<file path="src/rtl/uart_pkg.sv">
// Shared UART definitions: FSM state encoding and the baud divisor helper.
// Used by both the transmitter and the matching receiver.
package uart_pkg;

  typedef enum logic [2:0] {
    IDLE,
    START,
    DATA,
    PARITY,
    STOP
  } uart_state_t;

  function automatic int clks_per_bit(input int freq, input int baud);
    return freq / baud;
  endfunction

endpackage

</file>
<file path="src/rtl/uart_baud_gen.sv">
// Baud tick generator: counts 0..CLKS_PER_BIT-1 while enabled and pulses
// bit_tick on the last count. The counter is held at 0 whenever en is low,
// so every frame starts on a full bit period.
module uart_baud_gen
  import uart_pkg::*;
#(
  parameter int FREQUENCY = 10,
  parameter int BAUDRATE  = 1
) (
  input  logic clk,
  input  logic rst,
  input  logic en,
  output logic bit_tick
);

  localparam int CLKS_PER_BIT = clks_per_bit(FREQUENCY, BAUDRATE);
  localparam int CW           = $clog2(CLKS_PER_BIT + 1);

  generate
    if (BAUDRATE < 1 || CLKS_PER_BIT < 1 || (FREQUENCY % BAUDRATE) != 0) begin : g_bad_rate
      $error("uart_baud_gen: FREQUENCY/BAUDRATE must be an integer >= 1");
    end
  endgenerate

  logic [CW-1:0] count;

  assign bit_tick = en && (count == CW'(CLKS_PER_BIT - 1));

  // Free-running bit-period counter, restarted when disabled or on each tick.
  always_ff @(posedge clk or posedge rst) begin
    if (rst) begin
      count <= '0;
    end else if (!en || bit_tick) begin
      count <= '0;
    end else begin
      count <= count + CW'(1);
    end
  end

endmodule

</file>
<file path="src/rtl/uart_tx.sv">
// UART transmitter: start bit, WORD_LENGHT data bits LSB first, optional even
// parity bit, one stop bit. Idle line is high. All outputs are registered.
// Optional feature: define UART_TX_PARITY_EN to insert the even parity bit.
module uart_tx
  import uart_pkg::*;
#(
  parameter int WORD_LENGHT = 8,
  parameter int FREQUENCY   = 10,
  parameter int BAUDRATE    = 1
) (
  input  logic                   clk,
  input  logic                   rst,
  input  logic [WORD_LENGHT-1:0] TX_data,
  input  logic                   send,
  output logic                   TX_out,
  output logic                   busy,
  output logic                   done
);

  localparam int IW = $clog2(WORD_LENGHT);

  generate
    if (WORD_LENGHT < 5 || WORD_LENGHT > 16) begin : g_bad_width
      $error("uart_tx: WORD_LENGHT must be within 5..16");
    end
  endgenerate

  uart_state_t            state_q, state_n;
  logic [WORD_LENGHT-1:0] shift_q, shift_n;
  logic [IW-1:0]          idx_q, idx_n;
  logic                   busy_n, done_n, tx_n;
  logic                   bit_tick;
`ifdef UART_TX_PARITY_EN
  logic                   parity_q, parity_n;
`endif

  uart_baud_gen #(
    .FREQUENCY(FREQUENCY),
    .BAUDRATE (BAUDRATE)
  ) u_baud (
    .clk     (clk),
    .rst     (rst),
    .en      (state_q != IDLE),
    .bit_tick(bit_tick)
  );

  // Next-state, datapath and registered-output values; the line value is
  // derived from the next state so TX_out tracks the state without lag.
  always_comb begin
    state_n = state_q;
    shift_n = shift_q;
    idx_n   = idx_q;
    busy_n  = busy;
    done_n  = 1'b0;
`ifdef UART_TX_PARITY_EN
    parity_n = parity_q;
`endif
    case (state_q)
      IDLE: begin
        if (send) begin
          shift_n = TX_data;
          idx_n   = '0;
          busy_n  = 1'b1;
          state_n = START;
`ifdef UART_TX_PARITY_EN
          parity_n = ^TX_data;
`endif
        end
      end
      START: begin
        if (bit_tick) begin
          idx_n   = '0;
          state_n = DATA;
        end
      end
      DATA: begin
        if (bit_tick) begin
          if (idx_q == IW'(WORD_LENGHT - 1)) begin
`ifdef UART_TX_PARITY_EN
            state_n = PARITY;
`else
            state_n = STOP;
`endif
          end else begin
            idx_n   = idx_q + IW'(1);
            shift_n = shift_q >> 1;
          end
        end
      end
`ifdef UART_TX_PARITY_EN
      PARITY: begin
        if (bit_tick) begin
          state_n = STOP;
        end
      end
`endif
      STOP: begin
        if (bit_tick) begin
          busy_n  = 1'b0;
          done_n  = 1'b1;
          state_n = IDLE;
        end
      end
      default: begin
        busy_n  = 1'b0;
        state_n = IDLE;
      end
    endcase

    tx_n = 1'b1;
    case (state_n)
      START:   tx_n = 1'b0;
      DATA:    tx_n = shift_n[0];
`ifdef UART_TX_PARITY_EN
      PARITY:  tx_n = parity_n;
`endif
      default: tx_n = 1'b1;
    endcase
  end

  // State, shift register, bit index and registered outputs.
  always_ff @(posedge clk or posedge rst) begin
    if (rst) begin
      state_q <= IDLE;
      shift_q <= '0;
      idx_q   <= '0;
      busy    <= 1'b0;
      done    <= 1'b0;
      TX_out  <= 1'b1;
`ifdef UART_TX_PARITY_EN
      parity_q <= 1'b0;
`endif
    end else begin
      state_q <= state_n;
      shift_q <= shift_n;
      idx_q   <= idx_n;
      busy    <= busy_n;
      done    <= done_n;
      TX_out  <= tx_n;
`ifdef UART_TX_PARITY_EN
      parity_q <= parity_n;
`endif
    end
  end

endmodule

</file>
<file path="config.mk">
export PLATFORM = sky130hd
export DESIGN_NAME = uart_tx
export DESIGN_NICKNAME = d
export VERILOG_FILES = /design/src/rtl/uart_pkg.sv /design/src/rtl/uart_baud_gen.sv /design/src/rtl/uart_tx.sv
export SDC_FILE = /design/constraint.sdc
export NUM_CORES = 1
export LEC_CHECK = 0
export ABC_AREA = 0
export CORE_MARGIN = 4
export CORE_UTILIZATION = 45
export CTS_BUF_LIST = sky130_fd_sc_hd__clkbuf_4 sky130_fd_sc_hd__clkbuf_8
export DETAILED_ROUTE_END_ITERATION = 10
export DONT_BUFFER_PORTS = 1
export PLACE_DENSITY = 0.71
export SETUP_SLACK_MARGIN = 0.05
export SYNTH_ARGS = -nofsm -noshare
export SYNTH_HDL_FRONTEND = slang
export SYNTH_SLANG_ARGS = --single-unit
</file>
<file path="constraint.sdc">
create_clock -name clk -period 4.7 [get_ports clk]
set_clock_uncertainty 0.1 [all_clocks]
set_input_delay 1.41 -clock clk [delete_from_list [all_inputs] [get_ports clk]]
set_output_delay 1.41 -clock clk [all_outputs]
set_load 0.05 [all_outputs]
</file>
* After elaboration in Yosys (flattened, before gate mapping)
Cells that the tools add are included.
** Storage, ports and cells
- Output and inout port bits :: 3
- Register bits after elaboration :: 21
- Bits of input ports :: 11
- Word-level logic and storage cells :: 56
** Cells by class
- Equality and inequality tests :: 12
- $add $sub $neg :: 2
- Reductions and logical operators :: 11
- Muxes and demuxes :: 22
- Bitwise logic cells :: 1
** Operator list (number)
- $mux W3 :: 9
- $mux W8 :: 3
- $pmux W8 S2 :: 1
- $pmux W3 S4 :: 1
- $pmux W3 S3 :: 1
- $eq A3 B1 Y1 const B :: 2
- $eq A3 B2 Y1 const B :: 2
- $eq A3 B3 Y1 const B :: 2
- $ne A2 B1 Y1 const B :: 3
- $reduce_bool A3 Y1 :: 2
- $reduce_and A5 Y1 :: 1
- $add A4 B1 Y4 const B :: 1
- $eq A4 B4 Y1 const B :: 1
- $mux W1 :: 4
- $mux W4 :: 1
- $ne A2 B2 Y1 const B :: 2
- $reduce_and A4 Y1 :: 1
- $add A3 B1 Y3 const B :: 1
- $logic_not A3 Y1 :: 1
- $pmux W1 S3 :: 1
- $reduce_and A3 Y1 :: 1
- $pmux W1 S2 :: 1
- $reduce_bool A2 Y1 :: 1
- $reduce_or A2 Y1 :: 1
- other kinds (4) :: 4

* Longest topological paths before layout
Gate-level depths: netlist of the first run.
- Depth after elaboration :: 6
- Depth in mapped cells :: 7
- Gate-level depth less buffers :: 6

* Hierarchy
A second synthesis of the first run with hierarchy kept.
** Second synthesis, totals
- Cells, all modules :: 96
- Area total of the unflattened synthesis :: 1079.8 um^2
** Modules (own cells, without submodules)
- uart_tx :: cells an instance 75, area each 863.3 um^2, instances 1
- uart_baud_gen :: cells an instance 21, area each 216.5 um^2, instances 1

* Worst setup path after synthesis of the first run
Ideal clock, no wire load.
- Kind :: input-to-reg
- Start :: input port send
- End :: register TX_out
- Stages on the path :: 5
- Arrival time :: 2108 ps
- Path buffers :: 1
- Slack :: 2396 ps
- Data required time :: 4504 ps
- Cells stage by stage :: nor4b_4 buf_4 and2_1 a221oi_2 a21oi_1
** On the way
- Longest elaborated chain between the ends :: 4
** Ends and longest elaborated chain
- start: declaration :: RTL line uart_tx.sv:14 : input logic send,
- $mux W3 :: RTL line uart_tx.sv:60 : if (send) begin
- $pmux W3 S4 :: RTL line uart_tx.sv:58 : case (state_q)
- $eq A3 B2 Y1 / $eq A3 B1 Y1 (equally long branches) :: RTL line uart_tx.sv:111 : case (state_n)
- $pmux W1 S2 (*) :: RTL line uart_tx.sv:111
- via tx_n :: RTL line uart_tx.sv:31 : logic busy_n, done_n, tx_n;
- end signal: assignment :: RTL line uart_tx.sv:139 : TX_out <= tx_n;
- end: declaration :: RTL line uart_tx.sv:15 : output logic TX_out,
Mark *: on every way through the listed nets, which the timed path passes. The rest lies on a longest branch. The select of a mux whose other input is x is not followed.
A chain may end at the register's enable or synchronous reset.

* Worst setup path in the final report of the first run
- Start :: register TX_out
- End :: output port TX_out
No word-level cell between the ends.

==> impl_results.md, run 1 <==
* Status: finished, final reports clean
* GRT Max-Usage Layer: met2
* Placed cell areas at 1030 sq um
* Root Buffer: clkbuf_4
* Vias at 632
* Worst hold path type: flip-flop to flip-flop
* M3 GR Usage at 4.14%
* Slew HR at 48.6%
* First-pass GRT wire length at 2890 um
* CP Launch Type: flip-flop
* Vias in the first global route at 620
* Top cells by count, synth: dfrtp_1 (20), nand2_1 (14), nor2_1 (7), a22oi_1 (6)
* EDFF count, synth at 0
* Largest family of logic cells by synthesized area: simple AND/OR/NAND/NOR gates
* Final Critical Period at 2500 ps
* Hold buffer count at CTS at 0
* Met1 Use GR at 15.8%
* Share of cells above drive strength 1 at 17.8%
* Maximum number of pins on one net before global-route repair at 22
* ANT nets after route at 0
* Synth Area in Simple Gates at 19.2%
* TritonCTS clock tree: yes
* Die Y at 56.3 um
* Worst-Skew Late Latency at 290 ps
* Reg clk slew, reported paths at 110 ps
* Final Instance Area at 1060 sq um
* GP Congestion at 0.726
* Layout Nets at 106
* Area grow syn2layout at 1.19%
* Cells after Synth at 91
* Fin. Hold Viols at 0
* DR pass1 iterations at 4
* Final Max Slew Viols at 0
* Drt via density at 5.36
* Final period utilization at 53.2%
* Initial antenna violation count at 0
* FP Rows at 17
* Total gr overflow at 0
* Final wirelength at 1720 um
* FF+latch area at 527 sq um
* H-tree depth at 1
* Critical Path RT at 3190 ps
* Diode count at 0
* Setup ws final at 2200 ps
* Main synth FF type: dfrtp_1
* TNS Setup at 0 ps
* Resized Gates After CTS at 0
* F_max at 0.400 GHz
* Arr. time, crit path at 990 ps
* Synth Area in Compound Gates at 16.2%
* Top area cells in the synthesized netlist: dfrtp_1 (48%), nand2_1 (5.0%), ha_1 (4.8%)
* Register area share after synthesis at 50.2%
* DRT iter0 DRCs at 13
* Setup Fix Bufs, Post-CTS at 0
* Synth Area in XOR/XNOR at 1.67%
* Most area-hungry cell type in the Yosys netlist: dfrtp_1
* Critical path type: flip-flop to output port
* Pwr dens at 550 nW/um^2
* Clock net sink count at 21
* Post-synthesis cell area at 1050 sq um
* Initial Util at 47.4%
* Die ar. at 3170 sq um
* Max Fanout on Critical Path at 1
* Unrepaired setup endpoints after global routing: false
* Adder-cell area share of the yosys netlist at 4.77%
* Grt met2 use at 16.9%
* GRT Util Overall at 11.8%
* CORE AREA at 2210 sq um
* Top cell type's share of synthesized area at 47.7%
* Number of buffers added on ports at 0
* Mux contribution to synthesized area at 1.43%
* Synth warn at 0
* Post-synthesis net count at 106
* Ports at 14
* Synth cell types at 35
* Setup crit end kind: output port
* Top-count cell post-synth: dfrtp_1
* Post-synth ARST share at 100%
* HPWL Detailed at 1280 um
* Number of synthesized register bits at 21
* Max Cap Viol at 0
* DR WL/cell at 14.6 um
* Clock tree buffer depth at 2
* Die X at 56.3 um
* FILL cells at 202
* Pre-CTS WS at 2040 ps
* CTS buffer count at 3
* Worst-Margin Slew at 771 ps
* Final setup vio count at 0
* Leakage at 0.474 nW
* Area of the multi-input gates at 454 sq um
* Avg Cell Area, Syn at 11.5 sq um
* Residual DRC at 0
* Worst vdd ir at 0.342 mV
-- layout by cell type, fill, tap and decap left out, drive strengths merged, types with 2 or more instances in the layout --
cell type and count:
a21oi 3, a22o 2, a22oi 6, and2 2, clkbuf 4, dfrtp 20
ha 4, inv 4, nand2 14, nand3 2, nand3b 2, nor2 7
nor4b 2
-- stage by stage --
stage	power (mW)	utilization [%]	std cells	hold slack, ps
floorplan	0.479	-	91	346
global placement	0.494	46.6	114	368
detailed placement	0.501	46.6	114	368
CTS	0.592	48.0	118	396
global route	0.634	48.0	118	411
finish	0.584	48.0	118	393
-- flip-flops by register name, summed over array words and instances, names as in the netlist --
signal	count
done	1
state_q	3
TX_out	1
shift_q	8
busy	1
idx_q	3
u_baud.count	4
-- kinds of logic after synthesis --
family / count (synthesis)
simple gates: 33
xor+xnor: 2
compound gates: 21
flops: 21
buf+inv: 9
fa+ha+maj: 4
mux: 1
-- worst reg2reg max path: cells and delay by family, from the launching register on --
| family | cells | cell delay, ps |
|---|---|---|
| AND/OR/NAND/NOR | 1 | 630 |
| AO/OA/AOI/OAI | 3 | 590 |
| flip-flops | 1 | 550 |
-- path summary, 6_finish.rpt --
path                            start               to  slack [ps]  cells past startpoint
hold reg to reg            shift_q[4]       shift_q[4]         390                      2
max in group asynchronous         rst       state_q[1]        2990                      1
setup reg to reg           state_q[0]           TX_out        2760                      4
setup / recovery               TX_out           TX_out        2200                      0
hold / removal             shift_q[4]       shift_q[4]         390                      2
min in group asynchronous         rst  u_baud.count[0]        1030                      1
-- routing by layer --
layer	routed length (um)	share of wire, %	vias up
li1	-	-	318
met1	825	48	304
met2	767	45	8
met3	109	6.3	2
met4	19	1.1	0
met5	0	0	-
-- power by group --
group          internal (mW)  total (mW)  switching, mW
clock network         0.0388      0.0888         0.0500
registers              0.249       0.340         0.0912
logic                 0.0756       0.155         0.0797
-- cell type report --
cell class,count,area share (%)
inverters,4,1.42
flip-flops and latches,21,49.6
well taps,28,3.30
multi-input cells,61,42.8
clock buffers,4,2.83
No activity file was read; power rests on OpenSTA's default activity.
==> inputs of run 2 (changes only) <==
PLACE_DENSITY = 0.73   (was 0.71)
clock period = 2 ns   (was 4.7 ns; I/O delays follow)
==> impl_results.md, run 2 (same netlist as run 1, synthesis figures left out) <==
* Status: finished, final reports clean
* Vias at 672 (+6.3%)
* CORE AREA at 2210 sq um (unchanged)
* Diode count at 0 (unchanged)
* GRT Util Overall at 12.5% (+0.65 points)
* CP Launch Type: flip-flop
* Power, Total at 1.37 mW (+140%)
* Arr. time, crit path at 1940 ps (+950 ps)
* ANT nets after route at 0 (unchanged)
* Max Fanout on Critical Path at 3 (+2)
* Crit-path cells: ha_1 > ha_2 > nor3b_4 > nand2_1 > a31o_1 > mux2_4
* Internal power at 0.844 mW (+130%)
* TNS Setup at 0 ps (unchanged)
* Non-filler cells, final at 121 (+2.5%)
* Switch Pwr at 0.531 mW (+140%)
* Sequential power share at 58.1% (about the same)
* Most common cell after layout, fill and taps aside: dfrtp_1
* Pre-CTS WS at 148 ps (-1890 ps)
* TritonCTS clock tree: yes
* Sw Share at 38.6% (+0.76 points)
* Max reg flops at 8 (unchanged)
* Number of buffers added on ports at 0 (unchanged)
* Residual DRC at 0 (unchanged)
* Vias in the first global route at 674 (+8.7%)
* Clock net sink count at 21 (unchanged)
* Fin. Hold Viols at 0 (unchanged)
* Final period utilization at 92.4%
* F_max at 0.541 GHz
* Die ar. at 3170 sq um (unchanged)
* H-tree depth at 1 (unchanged)
* Hold buffer count at CTS at 0 (unchanged)
* Worst hold path type: input pin to async pin
* FILL cells at 215 (+6.4%)
* Die X at 56.3 um (unchanged)
* CTS buffer count at 3 (unchanged)
* Root Buffer: clkbuf_4
* Critical path type: flip-flop to flip-flop
* HPWL Detailed at 1200 um (-5.6%)
* Setup ws final at 152 ps (-2050 ps)
* Placed Cells at 116 (+1.8%)
* Share of cells above drive strength 1 at 21.5% (+3.7 points)
* Max Cap Viol at 0 (unchanged)
* Reg clk slew, reported paths at 120 ps (about the same)
* Ports at 14 (unchanged)
* Drt via density at 5.55 (+3.7%)
* Initial antenna violation count at 0 (unchanged)
* Worst-path cell with the longest stage delay: dfrtp_1
* Clock tree buffer depth at 2 (unchanged)
* Clock power frac at 14.4% (-0.8 points)
* Maximum number of pins on one net before global-route repair at 22 (unchanged)
* Most frequent cells in the layout: dfrtp_1 (20), nand2_1 (14), nor2_1 (7)
* Max incr delay on CP at 410 ps
* Setup crit end kind: flip-flop
* Critical Path RT at 2100 ps (-1090 ps)
* Initial Util at 47.4% (unchanged)
* DRT iter0 DRCs at 13 (unchanged)
* Slew HR at 64.1% (+16 points)
* Final Critical Period at 1850 ps
* DR pass1 iterations at 4 (unchanged)
* Layout Nets at 109 (+2.8%)
* Final wirelength at 1720 um (about the same)
* GP Congestion at 0.835 (+15%)
* Leakage at 0.486 nW (+2.5%)
* Worst-Skew Late Latency at 300 ps (about the same)
* First-pass GRT wire length at 3130 um (+8.3%)
* Total gr overflow at 0 (unchanged)
* Unrepaired setup endpoints after global routing: false
* Top Registers: shift_q (8), u_baud.count (4)
* Final Max Slew Viols at 0 (unchanged)
* DR WL/cell at 14.2 um (-2.4%)
* Pwr dens at 1270 nW/um^2 (+130%)
* Final setup vio count at 0 (unchanged)
* Gate power share at 27.5% (+0.9 points)
* FP Rows at 17 (unchanged)
* Worst vdd ir at 0.636 mV (+86%)
* Worst-Margin Slew at 534 ps (-237 ps)
* Hold slack at 98.1 ps (-294 ps)
* Die Y at 56.3 um (unchanged)
* Biggest register: shift_q
* Area grow syn2layout at 3.34%
## run 2: changes by cell type in the layout (fill, tap and decap cells not counted)
| cell | change |
|---|---|
| buf_4 | +3 |
| clkbuf_4 | -1 |
| clkinv_2 | +1 |
| ha_1 | -1 |
| ha_2 | +1 |
## run 2: through the flow
step / area (sq um) / utilization [%]
after floorplan: 1050 / -
after global placement: 1050 / 47.3
after detailed placement: 1050 / 47.3
after CTS: 1070 / 48.5
after global routing: 1080 / 49.0
final: 1080 / 49.0
## run 2: area by class of cell
cell class                      instances  area (sq um)  share of cell area (%)
Timing Repair Buffer                    3          22.5                    2.08
Sequential cell                        21           527                    48.6
Inverter                                4          15.0                    1.39
Multi-Input combinational cell         61           457                    42.1
Tap cell                               28          35.0                    3.23
Clock buffer                            3          22.5                    2.08
Clock inverter                          1          5.00                   0.462
## run 2: path summary, 6_finish.rpt
| kind | startpoint | end | slack (ps) | depth (start not counted) |
|---|---|---|---|---|
| min in group clk | TX_data[7] | shift_q[7] | 320 | 2 |
| hold reg to reg | shift_q[4] | shift_q[4] | 400 | 2 |
| hold / removal | rst | busy | 100 | 2 |
| setup / recovery | idx_q[0] | idx_q[0] | 150 | 6 |
| setup reg to reg | idx_q[0] | idx_q[0] | 150 | 6 |
| max in group asynchronous | rst | TX_out | 1430 | 2 |
## run 2: per-layer routing
layer / routed length (um) / GRT usage, %
met2: 783 / 18.5
met3: 89 / 2.76
met4: 22 / 6.78
met1: 827 / 16.9
met5: 0 / 0
## run 2: critical path, delay by kind of cell, from the launching register on
| family | cells | cell delay [ps] |
|---|---|---|
| AO/OA/AOI/OAI | 1 | 250 |
| adder cells (fa/ha/maj) | 2 | 400 |
| flip-flops | 1 | 410 |
| multiplexers | 1 | 260 |
| AND/OR/NAND/NOR | 2 | 320 |
## run 2: power groups by stage
stage,Combinational (mW),Clock [mW],Sequential [mW]
after global routing,0.434,0.224,0.829
after global placement,0.363,0,0.801
after CTS,0.380,0.208,0.799
after floorplan,0.379,0,0.748
after detailed placement,0.379,0,0.806
final,0.378,0.198,0.799
## run 2: repair_timing
item                       in CTS  in global routing
hold endpoints to repair        0                  0
buffers inserted                0                  1
setup endpoints to repair       0                  1
resized for setup               0                  1
==> inputs of run 3 (changes only) <==
CTS_CLUSTER_SIZE = 10   (was default)
==> results of run 3 <==
Same layout as run 2: the final DEF is identical, and so are final timing and power.
